File: src/rtl/branch_resolve_if.sv
// Instruction/flag inputs and branch outputs shared between the decode
// front end (master) and the branch_resolve stage (slave).
interface branch_resolve_if;
    logic        instr_valid;
    logic [31:0] instr;
    logic [3:0]  alu_flags;
    logic        flags_we;
    logic        cbz_zero;
    logic        uncondBr;
    logic        brTaken;
    logic [18:0] condAddr19;
    logic [25:0] brAddr26;
    logic        flush;
    logic [3:0]  flags_q;

    modport master (
        output instr_valid, instr, alu_flags, flags_we, cbz_zero,
        input  uncondBr, brTaken, condAddr19, brAddr26, flush, flags_q
    );

    modport slave (
        input  instr_valid, instr, alu_flags, flags_we, cbz_zero,
        output uncondBr, brTaken, condAddr19, brAddr26, flush, flags_q
    );
endinterface

File: src/rtl/branch_resolve.sv
// Branch resolution: decodes B / B.cond / CBZ, holds NZCV and squashes wrong-path
// slots after a taken branch. Define BRANCH_FLAG_FWD_EN to forward same-cycle ALU flags to B.cond.
module branch_resolve #(
    parameter logic [2:0] FLUSH_CYCLES = 3'd2
) (
    input  logic             clk,
    input  logic             reset,
    branch_resolve_if.slave  bus
);

    typedef enum logic [0:0] {
        ST_RUN   = 1'b0,
        ST_FLUSH = 1'b1
    } state_t;

    // cond encoding: bits [3:1] select the test, bit 0 inverts it (except AL/NV)
    function automatic logic cond_holds(input logic [3:0] cond, input logic [3:0] nzcv);
        logic n, z, c, v, res;
        n = nzcv[3];
        z = nzcv[2];
        c = nzcv[1];
        v = nzcv[0];
        case (cond[3:1])
            3'd0:    res = z;
            3'd1:    res = c;
            3'd2:    res = n;
            3'd3:    res = v;
            3'd4:    res = c & ~z;
            3'd5:    res = (n == v);
            3'd6:    res = ~z & (n == v);
            3'd7:    res = 1'b1;
            default: res = 1'b0;
        endcase
        if (cond[0] && (cond[3:1] != 3'd7)) begin
            res = ~res;
        end else begin
            res = res;
        end
        return res;
    endfunction

    state_t      state_r, state_next_s;
    logic [2:0]  cnt_r, cnt_next_s;
    logic        uncond_r, uncond_next_s;
    logic        taken_r, taken_next_s;
    logic [18:0] cond_addr_r, cond_addr_next_s;
    logic [25:0] br_addr_r, br_addr_next_s;
    logic [3:0]  flags_r, flags_next_s;
    logic        flush_r;
    logic [3:0]  eval_flags_s;
    logic        is_b_s, is_bcond_s, is_cbz_s;

    assign is_b_s     = (bus.instr[31:26] == 6'b000101);
    assign is_bcond_s = (bus.instr[31:24] == 8'b01010100) && (bus.instr[4] == 1'b0);
    assign is_cbz_s   = (bus.instr[31:24] == 8'b10110100);

`ifdef BRANCH_FLAG_FWD_EN
    assign eval_flags_s = bus.flags_we ? bus.alu_flags : flags_r;
`else
    assign eval_flags_s = flags_r;
`endif

    // Next-state, flag update and branch-output decode
    always_comb begin
        state_next_s     = state_r;
        cnt_next_s       = cnt_r;
        uncond_next_s    = 1'b0;
        taken_next_s     = 1'b0;
        cond_addr_next_s = cond_addr_r;
        br_addr_next_s   = br_addr_r;
        flags_next_s     = flags_r;
        case (state_r)
            ST_RUN: begin
                if (bus.flags_we) begin
                    flags_next_s = bus.alu_flags;
                end else begin
                    flags_next_s = flags_r;
                end
                if (bus.instr_valid && is_b_s) begin
                    uncond_next_s  = 1'b1;
                    taken_next_s   = 1'b1;
                    br_addr_next_s = bus.instr[25:0];
                end else if (bus.instr_valid && is_bcond_s) begin
                    taken_next_s     = cond_holds(bus.instr[3:0], eval_flags_s);
                    cond_addr_next_s = bus.instr[23:5];
                end else if (bus.instr_valid && is_cbz_s) begin
                    taken_next_s     = bus.cbz_zero;
                    cond_addr_next_s = bus.instr[23:5];
                end else begin
                    uncond_next_s = 1'b0;
                    taken_next_s  = 1'b0;
                end
                if (taken_next_s) begin
                    state_next_s = ST_FLUSH;
                    cnt_next_s   = FLUSH_CYCLES;
                end else begin
                    state_next_s = ST_RUN;
                    cnt_next_s   = cnt_r;
                end
            end
            ST_FLUSH: begin
                // Flags and instructions are ignored while wrong-path slots drain
                cnt_next_s = cnt_r - 3'd1;
                if (cnt_r == 3'd1) begin
                    state_next_s = ST_RUN;
                end else begin
                    state_next_s = ST_FLUSH;
                end
            end
            default: begin
                state_next_s = ST_RUN;
                cnt_next_s   = 3'd0;
            end
        endcase
    end

    // State, counter and registered outputs
    always_ff @(posedge clk or negedge reset) begin
        if (!reset) begin
            state_r     <= ST_RUN;
            cnt_r       <= 3'd0;
            uncond_r    <= 1'b0;
            taken_r     <= 1'b0;
            cond_addr_r <= 19'd0;
            br_addr_r   <= 26'd0;
            flags_r     <= 4'd0;
            flush_r     <= 1'b0;
        end else begin
            state_r     <= state_next_s;
            cnt_r       <= cnt_next_s;
            uncond_r    <= uncond_next_s;
            taken_r     <= taken_next_s;
            cond_addr_r <= cond_addr_next_s;
            br_addr_r   <= br_addr_next_s;
            flags_r     <= flags_next_s;
            flush_r     <= (state_next_s == ST_FLUSH);
        end
    end

    assign bus.uncondBr   = uncond_r;
    assign bus.brTaken    = taken_r;
    assign bus.condAddr19 = cond_addr_r;
    assign bus.brAddr26   = br_addr_r;
    assign bus.flush      = flush_r;
    assign bus.flags_q    = flags_r;

endmodule

File: src/flat_wrapper.sv
// flat-port wrapper written by rule: the top's interface ports become plain ports
module branch_resolve_flat 
#(
    parameter logic [2:0] FLUSH_CYCLES = 3'd2
)
  (clk, reset, bus_instr_valid, bus_instr, bus_alu_flags, bus_flags_we, bus_cbz_zero, bus_uncondBr, bus_brTaken, bus_condAddr19, bus_brAddr26, bus_flush, bus_flags_q);
  branch_resolve_if bus_i ();
  input  logic clk;
  input  logic reset;
  input wire logic [$bits(bus_i.instr_valid)-1:0] bus_instr_valid;
  input wire logic [$bits(bus_i.instr)-1:0] bus_instr;
  input wire logic [$bits(bus_i.alu_flags)-1:0] bus_alu_flags;
  input wire logic [$bits(bus_i.flags_we)-1:0] bus_flags_we;
  input wire logic [$bits(bus_i.cbz_zero)-1:0] bus_cbz_zero;
  output wire logic [$bits(bus_i.uncondBr)-1:0] bus_uncondBr;
  output wire logic [$bits(bus_i.brTaken)-1:0] bus_brTaken;
  output wire logic [$bits(bus_i.condAddr19)-1:0] bus_condAddr19;
  output wire logic [$bits(bus_i.brAddr26)-1:0] bus_brAddr26;
  output wire logic [$bits(bus_i.flush)-1:0] bus_flush;
  output wire logic [$bits(bus_i.flags_q)-1:0] bus_flags_q;
  assign bus_i.instr_valid = bus_instr_valid;
  assign bus_i.instr = bus_instr;
  assign bus_i.alu_flags = bus_alu_flags;
  assign bus_i.flags_we = bus_flags_we;
  assign bus_i.cbz_zero = bus_cbz_zero;
  assign bus_uncondBr = bus_i.uncondBr;
  assign bus_brTaken = bus_i.brTaken;
  assign bus_condAddr19 = bus_i.condAddr19;
  assign bus_brAddr26 = bus_i.brAddr26;
  assign bus_flush = bus_i.flush;
  assign bus_flags_q = bus_i.flags_q;
  branch_resolve #(.FLUSH_CYCLES(FLUSH_CYCLES)) u_core (.clk(clk), .reset(reset), .bus(bus_i));
endmodule
File: config.mk
export PLATFORM = sky130hd
export DESIGN_NAME = branch_resolve_flat
export DESIGN_NICKNAME = d
export VERILOG_FILES = /design/src/rtl/branch_resolve_if.sv /design/src/rtl/branch_resolve.sv /design/src/flat_wrapper.sv
export SDC_FILE = /design/constraint.sdc
export NUM_CORES = 1
export LEC_CHECK = 0
export CAP_MARGIN = 20
export CORE_ASPECT_RATIO = 1.5
export CORE_MARGIN = 4
export CORE_UTILIZATION = 35
export DETAILED_ROUTE_END_ITERATION = 12
export PLACE_DENSITY = 0.77
export SKIP_CTS_REPAIR_TIMING = 1
export SKIP_LAST_GASP = 1
export SLEW_MARGIN = 10
export SYNTH_ARGS = -nofsm -noshare
export SYNTH_HDL_FRONTEND = slang
export SYNTH_SLANG_ARGS = --single-unit
File: constraint.sdc
create_clock -name clk -period 5.3 [get_ports clk]
set_clock_uncertainty 0.1 [all_clocks]
set_input_delay 0.53 -clock clk [delete_from_list [all_inputs] [get_ports clk]]
set_output_delay 0.53 -clock clk [all_outputs]
set_load 0.1 [all_outputs]
==> qor.csv, run 1 <==
metric,value,unit
status,finished clean,
slew_headroom,32.8,%
pwr-share-seq,36.2,%
dp.cells,320,
netlist_instances,155,
r2r_setup_slack,3.10,ns
layout_commonest_cell,clkdlybuf4s50_1,
switchingPower,0.715,mW
sw_frac_of_total,47.7,%
r2r_start,u_core.state_r$_DFF_PN0_,
setup_ws,2.46,ns
postSynthNetCount,198,
route.vias.total,1581,
final_antenna_net_count,0,
synth-main-ff-cell,dfrtp_1,
timing.setup.tns,0,ns
dp_hpwl,3760,um
die_x,74.5,um
post-route-drc-count,0,
drt-initial-drc-count,26,
yosys.area.top_type_share,59.2,%
synthMuxAreaShare,25.8,%
hold_path_class,primary input to asynchronous set/reset pin,
numCtsBuffers,5,
max_cap_violations,0,
power,1.50,mW
totalWireLength,4970,um
cts_tree,built,
reg2regPathDepth,2,
final_cell_mix,"clkdlybuf4s50_1 (91), dfrtp_1 (55), mux2_2 (39)",
io_pins,93,
worstSetupEndpointType,flop,
power.internal,0.782,mW
overflow,0,
netlist_area,2320,um2
wl_per_cell,15.1,um
finalHoldViolCount,0,
die_y,108,um
finalSetupViolCount,0,
clk_latency,0.30,ns
synthAdderAreaFrac,1.08,%
num_rows,36,
async_reset_ff_share,100,%
synth_top_family_by_area,multiplexers,
diodes,0,
period_share,53.5,%
yosys.area_share.simple,6.08,%
cts_max_level,2,
rsz0062_at_grt,false,
synth-seq-cells,55,
cp-start-kind,primary input,
r2r_end,u_core.bus.condAddr19[13]$_DFFE_PN0P_,
grt_max_degree,56,
fin_cells,328,
avgSynthCellArea,15.0,um2
io_buffers,92,
clock_sinks,55,
clkPwrFrac,15.1,%
clock_path_buffers,2,
avgViaCountPerCell,4.82,
track_usage,13.2,%
fin_crit,2.84,ns
layout.nets,294,
peakVddDrop,0.197,mV
p_comb_share,48.7,%
seq_area_frac_synth,59.2,%
max_freq,0.352,GHz
synth-xor-area-share,0.753,%
place_area,3300,um2
power.leakage,1.54,nW
dieArea,8040,um2
maxSlewViolCount,0,
synth.distinct_cells,32,
start_util,35.8,%
tightest_slew,1.00,ns
cp.arrival,2.93,ns
drive_gt1_share,25.0,%
required,5.39,ns
cp-startpoint,bus_instr[27],
crit_type,primary input to flop,
ys_top_cells_by_area,"dfrtp_1 (59%), mux2_2 (19%), mux2_4 (6.5%)",
preCtsSetupSlack,2.12,ns
synth-edff-count,0,
clock-root-buffer,clkbuf_8,
yosys.area.top_type,dfrtp_1,
synth_warnings,0,
antenna_found_initial,0,
grt_first_pass_wirelength,8130,um
synth-compound-area-share,4.20,%
areaGrowthSynthToFinish,45.7,%
routabilityCongestion,0.733,
fp.coreArea,6490,um2
crit_path_max_fanout,19,
p_per_area,442,nW/um2
final_cell_area,3390,um2
drtPass1Iterations,3,
grt_pass1_vias,1692,
clk_pin_slew_worst_paths,0.10,ns
layer usage:
| metal | vias up | wire, um | GRT usage (%) |
|---|---|---|---|
| li1 | 754 | - | - |
| met1 | 773 | 1930 | 15.5 |
| met2 | 48 | 2610 | 22.6 |
| met3 | 6 | 343 | 3.46 |
| met4 | 0 | 81 | 4.96 |
| met5 | - | 0 | 0 |
state kept, by name (all words and copies together), names as in the netlist:
| signal | cells |
|---|---|
| u_core.bus.brAddr26 | 26 |
| u_core.bus.brTaken | 1 |
| u_core.bus.condAddr19 | 19 |
| u_core.bus.flags_q | 4 |
| u_core.bus.uncondBr | 1 |
| u_core.cnt_r | 3 |
| u_core.state_r | 1 |
critical path, cell delays in order:
cell and delay (ns):
clkdlybuf4s50_1 0.44, or4b_4 0.55, or4b_1 0.94, mux2_4 0.46
kinds of logic after synthesis:
group,count (synthesis)
compound gates,14
xor+xnor,2
simple gates,23
mux,50
buf+inv,9
flops,55
fa+ha+maj,2
Yosys cell counts (2+ instances only):
| master | instances |
|---|---|
| mux2_2 | 39 |
| nor2_1 | 5 |
| a21oi_1 | 3 |
| ha_1 | 2 |
| mux2_4 | 10 |
| inv_1 | 4 |
| dfrtp_1 | 55 |
| o21ai_0 | 2 |
| a32oi_1 | 2 |
| buf_6 | 2 |
| nor2b_1 | 4 |
| xor2_1 | 2 |
| a31oi_1 | 2 |
| nand2_1 | 4 |
| buf_2 | 2 |
power groups by stage:
stage | logic, mW | registers [mW] | clock network, mW
after floorplan | 0.127 | 0.967 | 0
after global placement | 0.726 | 0.548 | 0
after detailed placement | 0.734 | 0.551 | 0
after CTS | 0.735 | 0.543 | 0.240
after global routing | 0.757 | 0.553 | 0.259
final | 0.729 | 0.541 | 0.226
area by class of cell:
cell class              instances  area [um2]
repair buffers                 94         931
inverters                       4        15.0
multi-input cells              91         883
well taps                      76        95.1
clock inverters                 3        18.8
fillers                       594        3100
clock buffers                   5        68.8
flip-flops and latches         55        1380
worst max path at each step:
stage                                                       end  cells past startpoint
after global placement    u_core.bus.condAddr19[14]$_DFFE_PN0P_                      4
final                     u_core.bus.condAddr19[13]$_DFFE_PN0P_                      4
after floorplan           u_core.bus.condAddr19[10]$_DFFE_PN0P_                      5
after global routing      u_core.bus.condAddr19[14]$_DFFE_PN0P_                      4
after CTS                 u_core.bus.condAddr19[13]$_DFFE_PN0P_                      4
after detailed placement  u_core.bus.condAddr19[13]$_DFFE_PN0P_                      4
through the flow:
step / utilization [%] / hold WS [ns]
6_report: 52.2 / 0.245
5_1_grt: 52.2 / 0.297
4_1_cts: 52.2 / 0.279
3_5_place_dp: 50.9 / 0.394
3_3_place_gp: 50.9 / 0.389
2_1_floorplan: - / 0.134
(Power assumes the default switching activity.)
==> inputs of run 2 (changes only) <==
Settings changed: PLACE_DENSITY 0.77 to 0.8.
Clock period 5.3 ns to 2.35 ns, I/O delays scaled along.
==> run 2 against run 1 <==
  * Non-clock buffer count up 5
  * Setup slack worse by 2.3 ns
  * Clock power rose by 130%
  * Core utilization fell by 0.68 points
  * Final cell count increased by 1.5%
  * Critical path type unchanged
  * Largest power group unchanged
  * Highest routed layer unchanged
==> qor.csv, run 2 (synthesis gave the netlist of run 1 again) <==
metric,value,unit
cp-start-kind,primary input,
layout_commonest_cell,buf_4,
crit_path_max_fanout,5,
cp.arrival,2.29,ns
die_y,108,um
finalHoldViolCount,0,
max_cap_violations,0,
crit_chain,clkdlybuf4s50_1 > or4b_4 > or4_1 > nor2b_1 > mux2i_1 > a32o_1,
areaGrowthSynthToFinish,43.9,%
drive_gt1_share,46.3,%
required,2.43,ns
p_per_area,1010,nW/um2
critPathMaxStageDelay,0.54,ns
die_x,74.5,um
post-route-drc-count,0,
worstSetupEndpointType,flop,
io_pins,93,
finalSetupViolCount,0,
seqCellArea,1380,um2
slowest_stage,or4b_4,
wl_per_cell,15.6,um
diodes,0,
clk_pin_slew_worst_paths,0.10,ns
peakVddDrop,0.570,mV
avgViaCountPerCell,4.94,
drtPass1Iterations,3,
r2r_start,u_core.bus.flags_q[0]$_DFFE_PN0P_,
grt_first_pass_wirelength,8000,um
clock_path_buffers,2,
slew_headroom,59.7,%
final_cell_mix,"buf_4 (55), dfrtp_1 (54), mux2_2 (39), clkdlybuf4s50_1 (39), mux2_4 (10)",
track_usage,12.9,%
grt_max_degree,31,
rsz0062_at_grt,false,
r2r_end,u_core.cnt_r[1]$_DFFE_PN0P_,
clock-root-buffer,clkbuf_8,
cts_tree,built,
clk_latency,0.30,ns
largest_register_ffs,26,
routabilityCongestion,0.759,
maxSlewViolCount,0,
drt-initial-drc-count,28,
hold_path_class,primary input to asynchronous set/reset pin,
nFillCells,590,
dp_hpwl,4000,um
numCtsBuffers,5,
final_antenna_net_count,0,
crit_type,primary input to flop,
overflow,0,
reg2regPathDepth,5,
clock_sinks,55,
fp.coreArea,6490,um2
dieArea,8040,um2
num_rows,36,
grt_pass1_vias,1736,
power.leakage,1.67,nW
cts_max_level,2,
period_share,94.0,%
finish.utilization,51.6,%
preCtsSetupSlack,-0.179,ns
tightest_slew,0.605,ns
status,finished clean,
antenna_found_initial,0,
r2r_setup_slack,0.49,ns
max_freq,0.453,GHz
layout.nets,299,
multi_input_area,883,um2
fin_crit,2.21,ns
route.vias.total,1645,
timing.setup.tns,0,ns
io_buffers,92,
setup_ws,0.140,ns
totalWireLength,5190,um
start_util,35.8,%
[run 2: cell count changes in the layout (fill, tap and decap cells not counted), sizes merged]
cell / change
clkinv: -1
buf: +56
clkbuf: +2
clkdlybuf4s50: -52
dlygate4sd3: +1
inv: -1
[run 2: cell type report]
type / instances / share of cell area [%]
clock inverter: 1 / 0.262
clock buffer: 7 / 2.58
tap: 76 / 2.84
inverter: 4 / 0.449
multi-input combinational: 91 / 26.4
sequential: 55 / 41.2
timing repair buffer: 99 / 26.3
[run 2: worst max-delay path by stage]
stage / from / endpoint / slack (ns)
floorplan: u_core.bus.flags_q[3]$_DFFE_PN0P_ / u_core.cnt_r[1]$_DFFE_PN0P_ / 0.17
global placement: bus_instr[25] / u_core.cnt_r[2]$_DFFE_PN0P_ / -0.13
detailed placement: bus_instr[25] / u_core.cnt_r[2]$_DFFE_PN0P_ / -0.18
CTS: bus_instr[25] / u_core.cnt_r[2]$_DFFE_PN0P_ / 0.14
global route: bus_instr[25] / u_core.cnt_r[2]$_DFFE_PN0P_ / 0.05
finish: bus_instr[25] / u_core.cnt_r[2]$_DFFE_PN0P_ / 0.14
[run 2: worst max-delay path, delay by kind of cell]
kind                   cells  cell delay (ns)
multiplexers               1             0.16
buffers and inverters      1             0.43
AO/OA/AOI/OAI              1             0.29
AND/OR/NAND/NOR            3             1.18
[run 2: power by group]
group | internal, mW | total, mW | switching, mW
clock | 0.242 | 0.530 | 0.288
sequential | 1.10 | 1.23 | 0.124
combinational | 0.411 | 1.61 | 1.20
total | 1.76 | 3.37 | 1.61
[run 2: layer usage]
layer  up-vias  track usage (%)  part of all wire [%]
met2        51             23.9                    55
li1        761                -                     -
met4         0             4.20                  0.60
met3         4             2.80                   7.0
met5         -                0                     0
met1       829             14.0                    37
[run 2: per-stage QoR]
step	cell area, um2	total power, mW	hold slack, ns	cells
floorplan	2330	2.47	-0.161	155
global placement	3240	2.84	0.190	324
detailed placement	3240	2.87	0.183	324
CTS	3330	3.41	-0.156	332
global route	3340	3.51	0.433	333
finish	3340	3.37	0.371	333
==> inputs of run 3 (changes only) <==
Settings changed: CORE_UTILIZATION 35 to 30, PLACE_DENSITY 0.8 to 0.71.
==> run 3 against run 2 <==
  * Clock power is 58% higher
  * Final cell count grew 7.8%
  * Largest power group unchanged
  * Design area up 3.0%
  * Via count shrank 0.73%
  * Critical endpoint unchanged
  * Die area grew 15%
  * Core utilization decreased by 6.0 points
  * Largest cell class unchanged
  * Global-route usage fell by 1.0 points
  * Maximum frequency is 1.0% lower
  * Setup slack got worse by 0.023 ns
==> qor.csv, run 3 (synthesis gave the netlist of run 1 again) <==
metric,value,unit
layout.nets,299,
clk_pin_slew_worst_paths,0.07,ns
dp_hpwl,4150,um
track_usage,11.9,%
place_area,3260,um2
final_cell_mix,"buf_4 (56), dfrtp_1 (54), mux2_2 (39), clkdlybuf4s50_1 (39), mux2_4 (10)",
crit_type,primary input to flop,
r2r_end,u_core.cnt_r[1]$_DFFE_PN0P_,
cp-start-kind,primary input,
dieArea,9250,um2
drtPass1Iterations,4,
critPathBufInv,1,
peakVddDrop,0.420,mV
finalHoldViolCount,0,
maxSlewViolCount,0,
drt-initial-drc-count,40,
fin_crit,2.23,ns
tightest_slew,0.516,ns
numCtsBuffers,5,
areaGrowthSynthToFinish,48.1,%
power.leakage,1.70,nW
timing.setup.tns,0,ns
slew_headroom,65.6,%
antenna_found_initial,0,
slowest_stage,or4b_4,
reg2regPathDepth,5,
cp.arrival,2.30,ns
avgViaCountPerCell,4.55,
die_y,116,um
wl_per_cell,15.0,um
max_freq,0.448,GHz
status,finished clean,
num_rows,39,
r2r_start,u_core.bus.flags_q[0]$_DFFE_PN0P_,
clock-root-buffer,clkbuf_16,
layout_commonest_cell,buf_4,
overflow,0,
finalSetupViolCount,0,
critPathMaxStageDelay,0.54,ns
diodes,0,
route.vias.total,1633,
drive_gt1_share,46.7,%
die_x,79.9,um
largest_register_ffs,26,
final_cell_area,3440,um2
grt_pass1_vias,1736,
r2r_setup_slack,0.50,ns
worstSetupEndpointType,flop,
grt_max_degree,36,
routabilityCongestion,0.723,
cts_max_level,2,
totalWireLength,5380,um
clk_latency,0.28,ns
clock_sinks,55,
clock_path_buffers,2,
post-route-drc-count,0,
crit_chain,clkdlybuf4s50_1 > or4b_4 > or4_1 > nor2b_1 > mux2i_1 > a32o_1,
nFillCells,693,
io_pins,93,
critical-path-top-delay-family,simple AND/OR/NAND/NOR gates,
start_util,30.7,%
p_per_area,1070,nW/um2
crit_path_max_fanout,5,
cts_tree,built,
grt_first_pass_wirelength,8540,um
period_share,95.0,%
final_antenna_net_count,0,
hold_path_class,primary input to asynchronous set/reset pin,
io_buffers,92,
max_cap_violations,0,
fp.coreArea,7560,um2
rsz0062_at_grt,false,
required,2.42,ns
==> run 3: metrics by stage <==
stage / utilization [%] / hold WS, ns / setup slack, ns / cells / power, mW
4_1_cts: 45.4 / -0.171 / 0.105 / 358 / 3.73
3_5_place_dp: 43.1 / 0.135 / -0.191 / 350 / 2.87
2_1_floorplan: - / -0.161 / 0.168 / 155 / 2.47
5_1_grt: 45.5 / 0.430 / 0.0283 / 359 / 3.85
6_report: 45.5 / 0.365 / 0.118 / 359 / 3.68
3_3_place_gp: 43.1 / 0.143 / -0.198 / 350 / 2.84
==> run 3: how the worst max path moves through the flow <==
stage	startpoint	endpoint	slack (ns)	cells past startpoint
6_report	bus_instr[25]	u_core.cnt_r[2]$_DFFE_PN0P_	0.12	6
5_1_grt	bus_instr[27]	u_core.cnt_r[2]$_DFFE_PN0P_	0.03	6
4_1_cts	bus_instr[25]	u_core.bus.condAddr19[17]$_DFFE_PN0P_	0.10	5
3_5_place_dp	bus_instr[25]	u_core.bus.condAddr19[17]$_DFFE_PN0P_	-0.19	5
3_3_place_gp	bus_instr[25]	u_core.bus.condAddr19[17]$_DFFE_PN0P_	-0.20	5
2_1_floorplan	u_core.bus.flags_q[3]$_DFFE_PN0P_	u_core.cnt_r[1]$_DFFE_PN0P_	0.17	5
==> run 3: per-layer routing <==
metal  vias up  track usage, %  wire (um)
met2        56            21.6       2940
met1       814            13.8       2020
met4         0            3.72         46
li1        759               -          -
met5         -               0          0
met3         4            2.57        378
==> run 3: cell type report <==
type	count	area [um2]	area share, %
clock inverter	2	35.0	1.02
tap	102	128	3.71
inverter	4	15.0	0.436
sequential	55	1380	40.0
clock buffer	6	139	4.03
timing repair buffer	99	866	25.1
multi-input combinational	91	883	25.7
==> run 3: power by group <==
part           switching (mW)  internal (mW)  total [mW]
sequential              0.128           1.11        1.23
combinational            1.20          0.410        1.61
clock                   0.309          0.530       0.839
total                    1.63           2.05        3.68
==> run 3: worst register-to-register path, cell delays in order (launching register included) <==
cell and delay (ns):
dfrtp_1 0.43, nor4bb_1 0.29, a311oi_1 0.09, a32oi_1 0.20, mux2i_1 0.43, a32oi_1 0.18
